==> src/rtl/cpu_core_p.sv <==
// cpu_core_p: parametrised multi-cycle CPU core, 4 GP registers, Z/C flags, 16-op ISA
// Ports: clk; reset (async, active-low); address/data_out/read/write drive the memory bus,
//   data_in/ready return read data and completion; halted flags a HALT instruction.
module cpu_core_p #(
   parameter int WIDTH = 8,
   parameter logic [WIDTH-1:0] RESET_VECTOR = '0
) (
   input  logic             clk,
   input  logic             reset,
   output logic [WIDTH-1:0] address,
   input  logic [WIDTH-1:0] data_in,
   output logic [WIDTH-1:0] data_out,
   input  logic             ready,
   output logic             read,
   output logic             write,
   output logic             halted
);
   typedef enum logic [2:0] {RST, FETCH, DECODE, IMM, MEM, HALT} state_t;
   state_t state, state_nx;
   logic [WIDTH-1:0] ip;
   logic [WIDTH-1:0] r [4];
   logic [7:0] ir;
   logic z, c;
   logic [3:0] op;
   logic [1:0] rd, rs;
   logic [WIDTH-1:0] a, b;
   logic [WIDTH:0] alu;
   logic is_alu, take;
   assign op = ir[7:4];
   assign rd = ir[3:2];
   assign rs = ir[1:0];
   assign a = r[rd];
   assign b = r[rs];
   assign is_alu = op >= 4'h5 && op <= 4'hA;
   assign take = op == 4'hB || (op == 4'hC && z) || (op == 4'hD && c);
   assign halted = state == HALT;
   // bit WIDTH carries the flag C: carry, borrow or the bit shifted out; MOV falls to the default
   always_comb
      alu = op == 4'h5 ? {1'b0, a} + {1'b0, b} :
            op == 4'h6 ? {1'b0, a} - {1'b0, b} :
            op == 4'h7 ? {1'b0, a & b} :
            op == 4'h8 ? {1'b0, a | b} :
            op == 4'h9 ? {1'b0, a ^ b} :
            op == 4'hA ? {a[0], 1'b0, a[WIDTH-1:1]} : {1'b0, b};
   always_comb begin
      state_nx = state;
      address = '0;
      data_out = '0;
      read = 1'b0;
      write = 1'b0;
      case (state)
         RST: state_nx = FETCH;
         FETCH, IMM: begin
            address = ip;
            read = 1'b1;
            if (ready) state_nx = state == FETCH ? DECODE : FETCH;
         end
         DECODE: state_nx = (op == 4'h1 || (op >= 4'hB && op <= 4'hD)) ? IMM :
                            (op == 4'h2 || op == 4'h3) ? MEM :
                            op == 4'hF ? HALT : FETCH;
         MEM: begin
            address = op == 4'h3 ? a : b;
            data_out = op == 4'h3 ? b : '0;
            read = op != 4'h3;
            write = op == 4'h3;
            if (ready) state_nx = FETCH;
         end
         default: ;
      endcase
   end
   always_ff @(posedge clk or negedge reset) begin
      if (!reset) begin
         state <= RST;
         ip <= RESET_VECTOR;
         ir <= '0;
         z <= 1'b0;
         c <= 1'b0;
         for (int i = 0; i < 4; i++) r[i] <= '0;
      end else begin
         state <= state_nx;
         if (state == FETCH && ready) begin
            ir <= data_in[7:0];
            ip <= ip + 1'b1;
         end
         if (state == DECODE && (is_alu || op == 4'h4)) r[rd] <= alu[WIDTH-1:0];
         if (state == DECODE && is_alu) begin
            z <= alu[WIDTH-1:0] == '0;
            c <= alu[WIDTH];
         end
         // the immediate word is always consumed; a taken jump overrides the increment
         if (state == IMM && ready) begin
            ip <= take ? data_in : ip + 1'b1;
            if (op == 4'h1) r[rd] <= data_in;
         end
         if (state == MEM && ready && op == 4'h2) r[rd] <= data_in;
      end
   end
endmodule

==> config.mk <==
export PLATFORM = sky130hd
export DESIGN_NAME = cpu_core_p
export DESIGN_NICKNAME = d
export VERILOG_FILES = /design/src/rtl/cpu_core_p.sv
export SDC_FILE = /design/constraint.sdc
export NUM_CORES = 1
export LEC_CHECK = 0
export CORE_MARGIN = 2
export CORE_UTILIZATION = 45
export CTS_BUF_LIST = sky130_fd_sc_hd__clkbuf_8
export DETAILED_ROUTE_END_ITERATION = 8
export HOLD_SLACK_MARGIN = 0.1
export PLACE_DENSITY = 0.74
export SETUP_SLACK_MARGIN = 0.02
export SYNTH_ARGS = -nofsm -noshare
export SYNTH_HDL_FRONTEND = slang
export SYNTH_SLANG_ARGS = --single-unit
==> constraint.sdc <==
create_clock -name clk -period 9.54 [get_ports clk]
set_clock_uncertainty 0.05 [all_clocks]
set_input_delay 1.908 -clock clk [delete_from_list [all_inputs] [get_ports clk]]
set_output_delay 1.908 -clock clk [all_outputs]
set_load 0.005 [all_outputs]
==> summary.txt, run 1 <==
Worst setup path
  • CP endpoint kind: output pin
  • Slowest-stage cell, CP: dfrtp_1
  • Internal reg-to-reg setup slack: 5360 ps
  • Crit path top cell by count: and2_1
  • CP peak stage delay: 1040 ps
  • RR Endpoint: r[6]
  • Crit-path cells: and2_1 > and3_1 > and2_1 > a221o_1 > clkdlybuf4s50_1
  • End point of the critical path: address[4]
  • Worst path depth: 5
  • Crit path launch type: flip-flop
  • Path depth of the worst reg2reg path: 12
  • Critical path class: flip-flop to output pin
  • Reg2Reg Launch Point: ir[2]
  • CP Max Fanout: 35
  • Cell family with most CP delay: simple AND/OR/NAND/NOR gates
  • CP Buf/Inv Count: 1
  • Worst Path Arrival: 3220 ps
  • Worst Setup SP: ir[4]
  • CP required: 7580 ps

STA
  • Final setup fails: 0
  • Max-slew violations: 0
  • Final min period: 5178 ps
  • RSZ-0062 raised after global routing: false
  • Fmax: 193.1 MHz
  • Fin crit share: 54.28%
  • Slew @ Worst Pin: 1046 ps
  • Fin Setup TNS: 0 ps
  • Relative max-transition margin: 30.25%
  • Final hold vios: 0

CTS
  • Reg clk slew, reported paths: 100 ps
  • CTS tree: built
  • Worst skew pair latency: 310 ps
  • PostCTS Resize Cnt: 0
  • Clk root buf: clkbuf_8
  • CTS H-tree depth: 2
  • Hold Buf Count CTS: 0
  • TritonCTS Sinks: 53
  • Setup Buffers After CTS: 0
  • TritonCTS buffer count: 5
  • Clock Tree Buf Depth: 2

Yosys
  • Sequential share of the synthesized area: 27.41%
  • Number of synthesized flops with an enable pin: 0
  • Synth Net Count: 584
  • Prevailing post-synth register cell: dfrtp_1
  • Syn Area/Cell: 8.862 µm²
  • Register bit total from synthesis: 53
  • Dominant cells by area after synthesis: dfrtp_1, mux4_2, ha_1
  • Synth top area share: 27.41%
  • Ys async rst share: 100.0%
  • Synthesized cell area: 4838 µm²
  • Synth area leader: dfrtp_1
  • Yosys warns: 0
  • Synth cell types: 77
  • Gate Count Post-Synth: 546

Drt
  • Total number of vias: 4314
  • Routed WL per cell: 20.44 µm
  • Number of remaining DRC errors: 0
  • Avg Vias per Cell: 6.298
  • Initial DRC count: 444
  • Final wirelength: 14000 µm
  • DRT antenna net count: 0
  • Drt first pass iters: 8

Layout
  • Fin cells: 685
  • Share of cells above drive strength 1: 13.30%
  • Most common cell after layout, fill and taps aside: nand2_1
  • Most frequent cells in the layout: nand2_1, dfrtp_1, a21oi_1, inv_1
  • P&R area growth vs syn: 8.249%
  • Final net count: 586
  • # diodes: 0
  • Finished layout cell area: 5238 µm²

Job
  • Max Cap Viol: 0

Die
  • Die footprint: 11600 µm²
  • Die height: 107.7 µm
  • Core area: 10370 µm²
  • IO Count: 30
  • Placement Rows: 37
  • Die X: 107.7 µm
  • Initial Util: 46.66%

Global route
  • Initial antenna violation count: 0
  • Number of global-route vias before repair: 4091
  • Residual overflow from global routing: 0
  • Largest net degree at the start of global routing: 54
  • Gr usage total: 24.90%
  • First-pass GRT wire length: 22510 µm

Placed design
  • Gpl congestion: 0.9696
  • Final HPWL DP: 10270 µm
  • Placed insts: 677
  • Post-DP Area: 5104 µm²
  • PortBufs: 29

Hold path
  • Hold Crit Class: flip-flop to flip-flop

Run status
  • Status: complete, no violations
==> final cells by class <==
| cell class | count | area (µm²) |
|---|---|---|
| timing repair buffer | 33 | 315.3 |
| fill | 983 | 5132 |
| inverter | 39 | 146.4 |
| tap | 136 | 170.2 |
| clock buffer | 5 | 68.82 |
| clock inverter | 3 | 65.06 |
| multi-input combinational | 416 | 3146 |
| sequential | 53 | 1326 |
==> sequential cells by signal (all words and copies together) (netlist names) <==
name and flops:
ir 8, ip 8, z 1, r 32, c 1, state 3
==> cell families after synthesis <==
| group | count (synthesis) | share of synthesized area, % |
|---|---|---|
| buffers and inverters | 77 | 7.577 |
| multiplexers | 61 | 17.35 |
| flip-flops | 53 | 27.41 |
| adder cells (fa/ha/maj) | 27 | 7.293 |
| AO/OA/AOI/OAI | 161 | 22.34 |
| XOR/XNOR | 2 | 0.3621 |
| AND/OR/NAND/NOR | 165 | 17.66 |
==> worst min-delay path, cell delays in order (launching register included) <==
cell,delay [ps]
dfrtp_1,360
nand2_1,50
o21ai_0,70
==> synthesized netlist by cell type, drive strengths merged, types with 3 or more instances <==
master and n:
a221o 3, buf 24, a222oi 7, o221ai 4, inv 39, dfrtp 53, clkbuf 14, ha 25
mux2i 25, mux4 15, nor2 36, mux2 21, o21ai 52, nand3 12, a22o 3, o21a 4
a211oi 4, nand2 57, nand2b 5, and2 14, and3 6, nor2b 10, a21oi 40, nor3 9
a221oi 4, a31oi 3, o211ai 4, o22ai 7, a22oi 7, nor4 3
==> how the worst min path moves through the flow <==
stage,slack [ps],cells past startpoint,start,endpoint
after detailed placement,440,2,c,c
after CTS,470,2,c,c
after global placement,430,2,c,c
final,460,2,c,c
after global routing,530,2,c,c
after floorplan,400,2,c,c
==> layer usage <==
layer	GRT usage, %	vias to the layer above	routed length (µm)
li1	-	1990	-
met1	34.56	2075	5911
met2	40.30	229	6662
met3	4.479	20	1206
met4	6.136	0	221
met5	0	-	0
==> through the flow <==
stage / util (%) / hold slack [ps] / setup WS (ps)
2_1_floorplan: - / 399.6 / 5951
3_3_place_gp: 49.22 / 427.4 / 4831
3_5_place_dp: 49.22 / 440.4 / 4743
4_1_cts: 50.51 / 465.1 / 4396
5_1_grt: 50.51 / 525.6 / 4161
6_report: 50.51 / 456.7 / 4362
Power of run 1 is not shown: default switching activity piles up to over one toggle a cycle in this logic, so the estimate is an artifact.
==> run 2, diff against run 1 <==
Clock period 9.54 ns to 5.1 ns, I/O delays scaled along.
==> run 2 against run 1 <==
Against the previous run: routed wire length decreased by 1.5%; register-to-register slack worse by 4200 ps; global-route usage is 0.37 points lower; flip-flop and latch count stayed put; die area did not move; sequential share of layout area is 0.16 points higher; worst setup slack worse by 3500 ps; hold slack got worse by 4.1 ps; non-clock buffer count unchanged; first-iteration DRC count shrank 14%; via count grew 1.4%; design area shrank 0.62%; critical path type unchanged.
==> summary.txt, run 2 (synthesized netlist as in run 1, its figures left out) <==
Run status
  • Status: complete, no violations

STA
  • Fin Hold WS: 452.6 ps
  • Fmax: 237.5 MHz
  • Max-slew violations: 0
  • Fin crit share: 82.57%
  • Final min period: 4211 ps
  • Relative max-transition margin: 27.18%
  • Slew @ Worst Pin: 1077 ps
  • Final hold vios: 0
  • Fin Setup TNS: 0 ps
  • RSZ-0062 raised after global routing: false
  • Final setup fails: 0
  • Final worst slack: 889.1 ps

Layout
  • Top reg by flops: r
  • Share of cells above drive strength 1: 13.48%
  • Most common cell after layout, fill and taps aside: nand2_1
  • Max reg flops: 32
  • Most frequent cells in the layout: nand2_1, dfrtp_1, a21oi_1, inv_1
  • Largest regs: r (32), ip (8), ir (8)
  • # diodes: 0
  • Final net count: 586
  • P&R area growth vs syn: 7.577%

Worst setup path
  • Critical path class: flip-flop to output pin
  • CP required: 4030 ps
  • Slowest-stage cell, CP: dfrtp_1
  • Crit path launch type: flip-flop
  • Cell family with most CP delay: simple AND/OR/NAND/NOR gates
  • Crit-path cells: and2_1 > and3_1 > a222oi_1 > inv_1 > clkdlybuf4s50_1
  • CP peak stage delay: 900 ps
  • CP endpoint kind: output pin
  • CP Buf/Inv Count: 2
  • CP Max Fanout: 23
  • Worst Path Arrival: 3140 ps

Drt
  • Drt first pass iters: 5
  • Final wirelength: 13790 µm
  • Initial DRC count: 383
  • Avg Vias per Cell: 6.384
  • Number of remaining DRC errors: 0
  • Total number of vias: 4373
  • Routed WL per cell: 20.13 µm
  • DRT antenna net count: 0

CTS
  • Worst skew pair latency: 320 ps
  • Hold Buf Count CTS: 0
  • Clk root buf: clkbuf_8
  • CTS H-tree depth: 2
  • PostCTS Resize Cnt: 0
  • TritonCTS buffer count: 5
  • TritonCTS Sinks: 53
  • CTS tree: built
  • Clock Tree Buf Depth: 2
  • Reg clk slew, reported paths: 110 ps
  • Setup Buffers After CTS: 0

Die
  • Die X: 107.7 µm
  • Die footprint: 11600 µm²
  • Die height: 107.7 µm
  • Placement Rows: 37
  • Initial Util: 46.66%
  • Core area: 10370 µm²
  • IO Count: 30

Global route
  • First-pass GRT wire length: 22220 µm
  • Residual overflow from global routing: 0
  • Largest net degree at the start of global routing: 54
  • Gr usage total: 24.53%
  • Initial antenna violation count: 0
  • Number of global-route vias before repair: 4242

Placed design
  • PortBufs: 29
  • Post-Place Worst Slack: 1162 ps
  • Final HPWL DP: 10030 µm
  • Gpl congestion: 0.9540

Hold path
  • Hold Crit Class: flip-flop to flip-flop

Job
  • Max Cap Viol: 0
==> run 2: changes by cell type in the layout (fill, tap and decap cells not counted) <==
| cell | before | now |
|---|---|---|
| nor4bb_1 | 2 | 1 |
| clkinv_4 | 0 | 2 |
| nor4bb_2 | 0 | 1 |
| inv_6 | 0 | 1 |
| bufinv_16 | 2 | 0 |
| clkinv_2 | 1 | 0 |
==> run 2: stage by stage <==
stage | std cells | instance area [µm²] | util (%)
detailed placement | 677 | 5110 | 49.28
floorplan | 546 | 4838 | -
CTS | 685 | 5205 | 50.19
finish | 685 | 5205 | 50.19
global route | 685 | 5205 | 50.19
global placement | 677 | 5110 | 49.28
==> run 2: final cells by class <==
class / instances / area [µm²]
inverter: 39 / 146.4
clock inverter: 3 / 26.28
tap: 136 / 170.2
fill: 1010 / 5165
multi-input combinational: 416 / 3152
timing repair buffer: 33 / 315.3
sequential: 53 / 1326
clock buffer: 5 / 68.82
==> run 2: layer usage <==
metal	part of all wire (%)	global-route usage, %	vias up	routed length [µm]
met4	3.5	10.99	0	481
li1	-	-	1993	-
met3	8.5	4.903	35	1173
met1	40	32.57	2124	5486
met5	0	0	-	0
met2	48	38.63	221	6650
==> run 2: worst reg2reg max path, delay by kind of cell, from the launching register on <==
family                     cells  cell delay, ps
and+or+nand+nor                3             900
DFF                            1             830
muxes                          3            1090
AOI/OAI and AO/OA              2             270
adders and majority gates      2             570
buffers and inverters          2             170
==> run 2: worst paths after layout <==
| kind | startpoint | end | slack (ps) | depth (start not counted) |
|---|---|---|---|---|
| worst min register to register | c | c | 450 | 2 |
| worst max register to register | ir[2] | r[14] | 1120 | 12 |
| min in group asynchronous | reset | ip[1] | 760 | 2 |
| worst max-delay path | ir[5] | address[5] | 890 | 5 |
| max in group asynchronous | reset | r[15] | 3770 | 2 |
| worst min-delay path | c | c | 450 | 2 |
Power of run 2 is left out for the same reason.
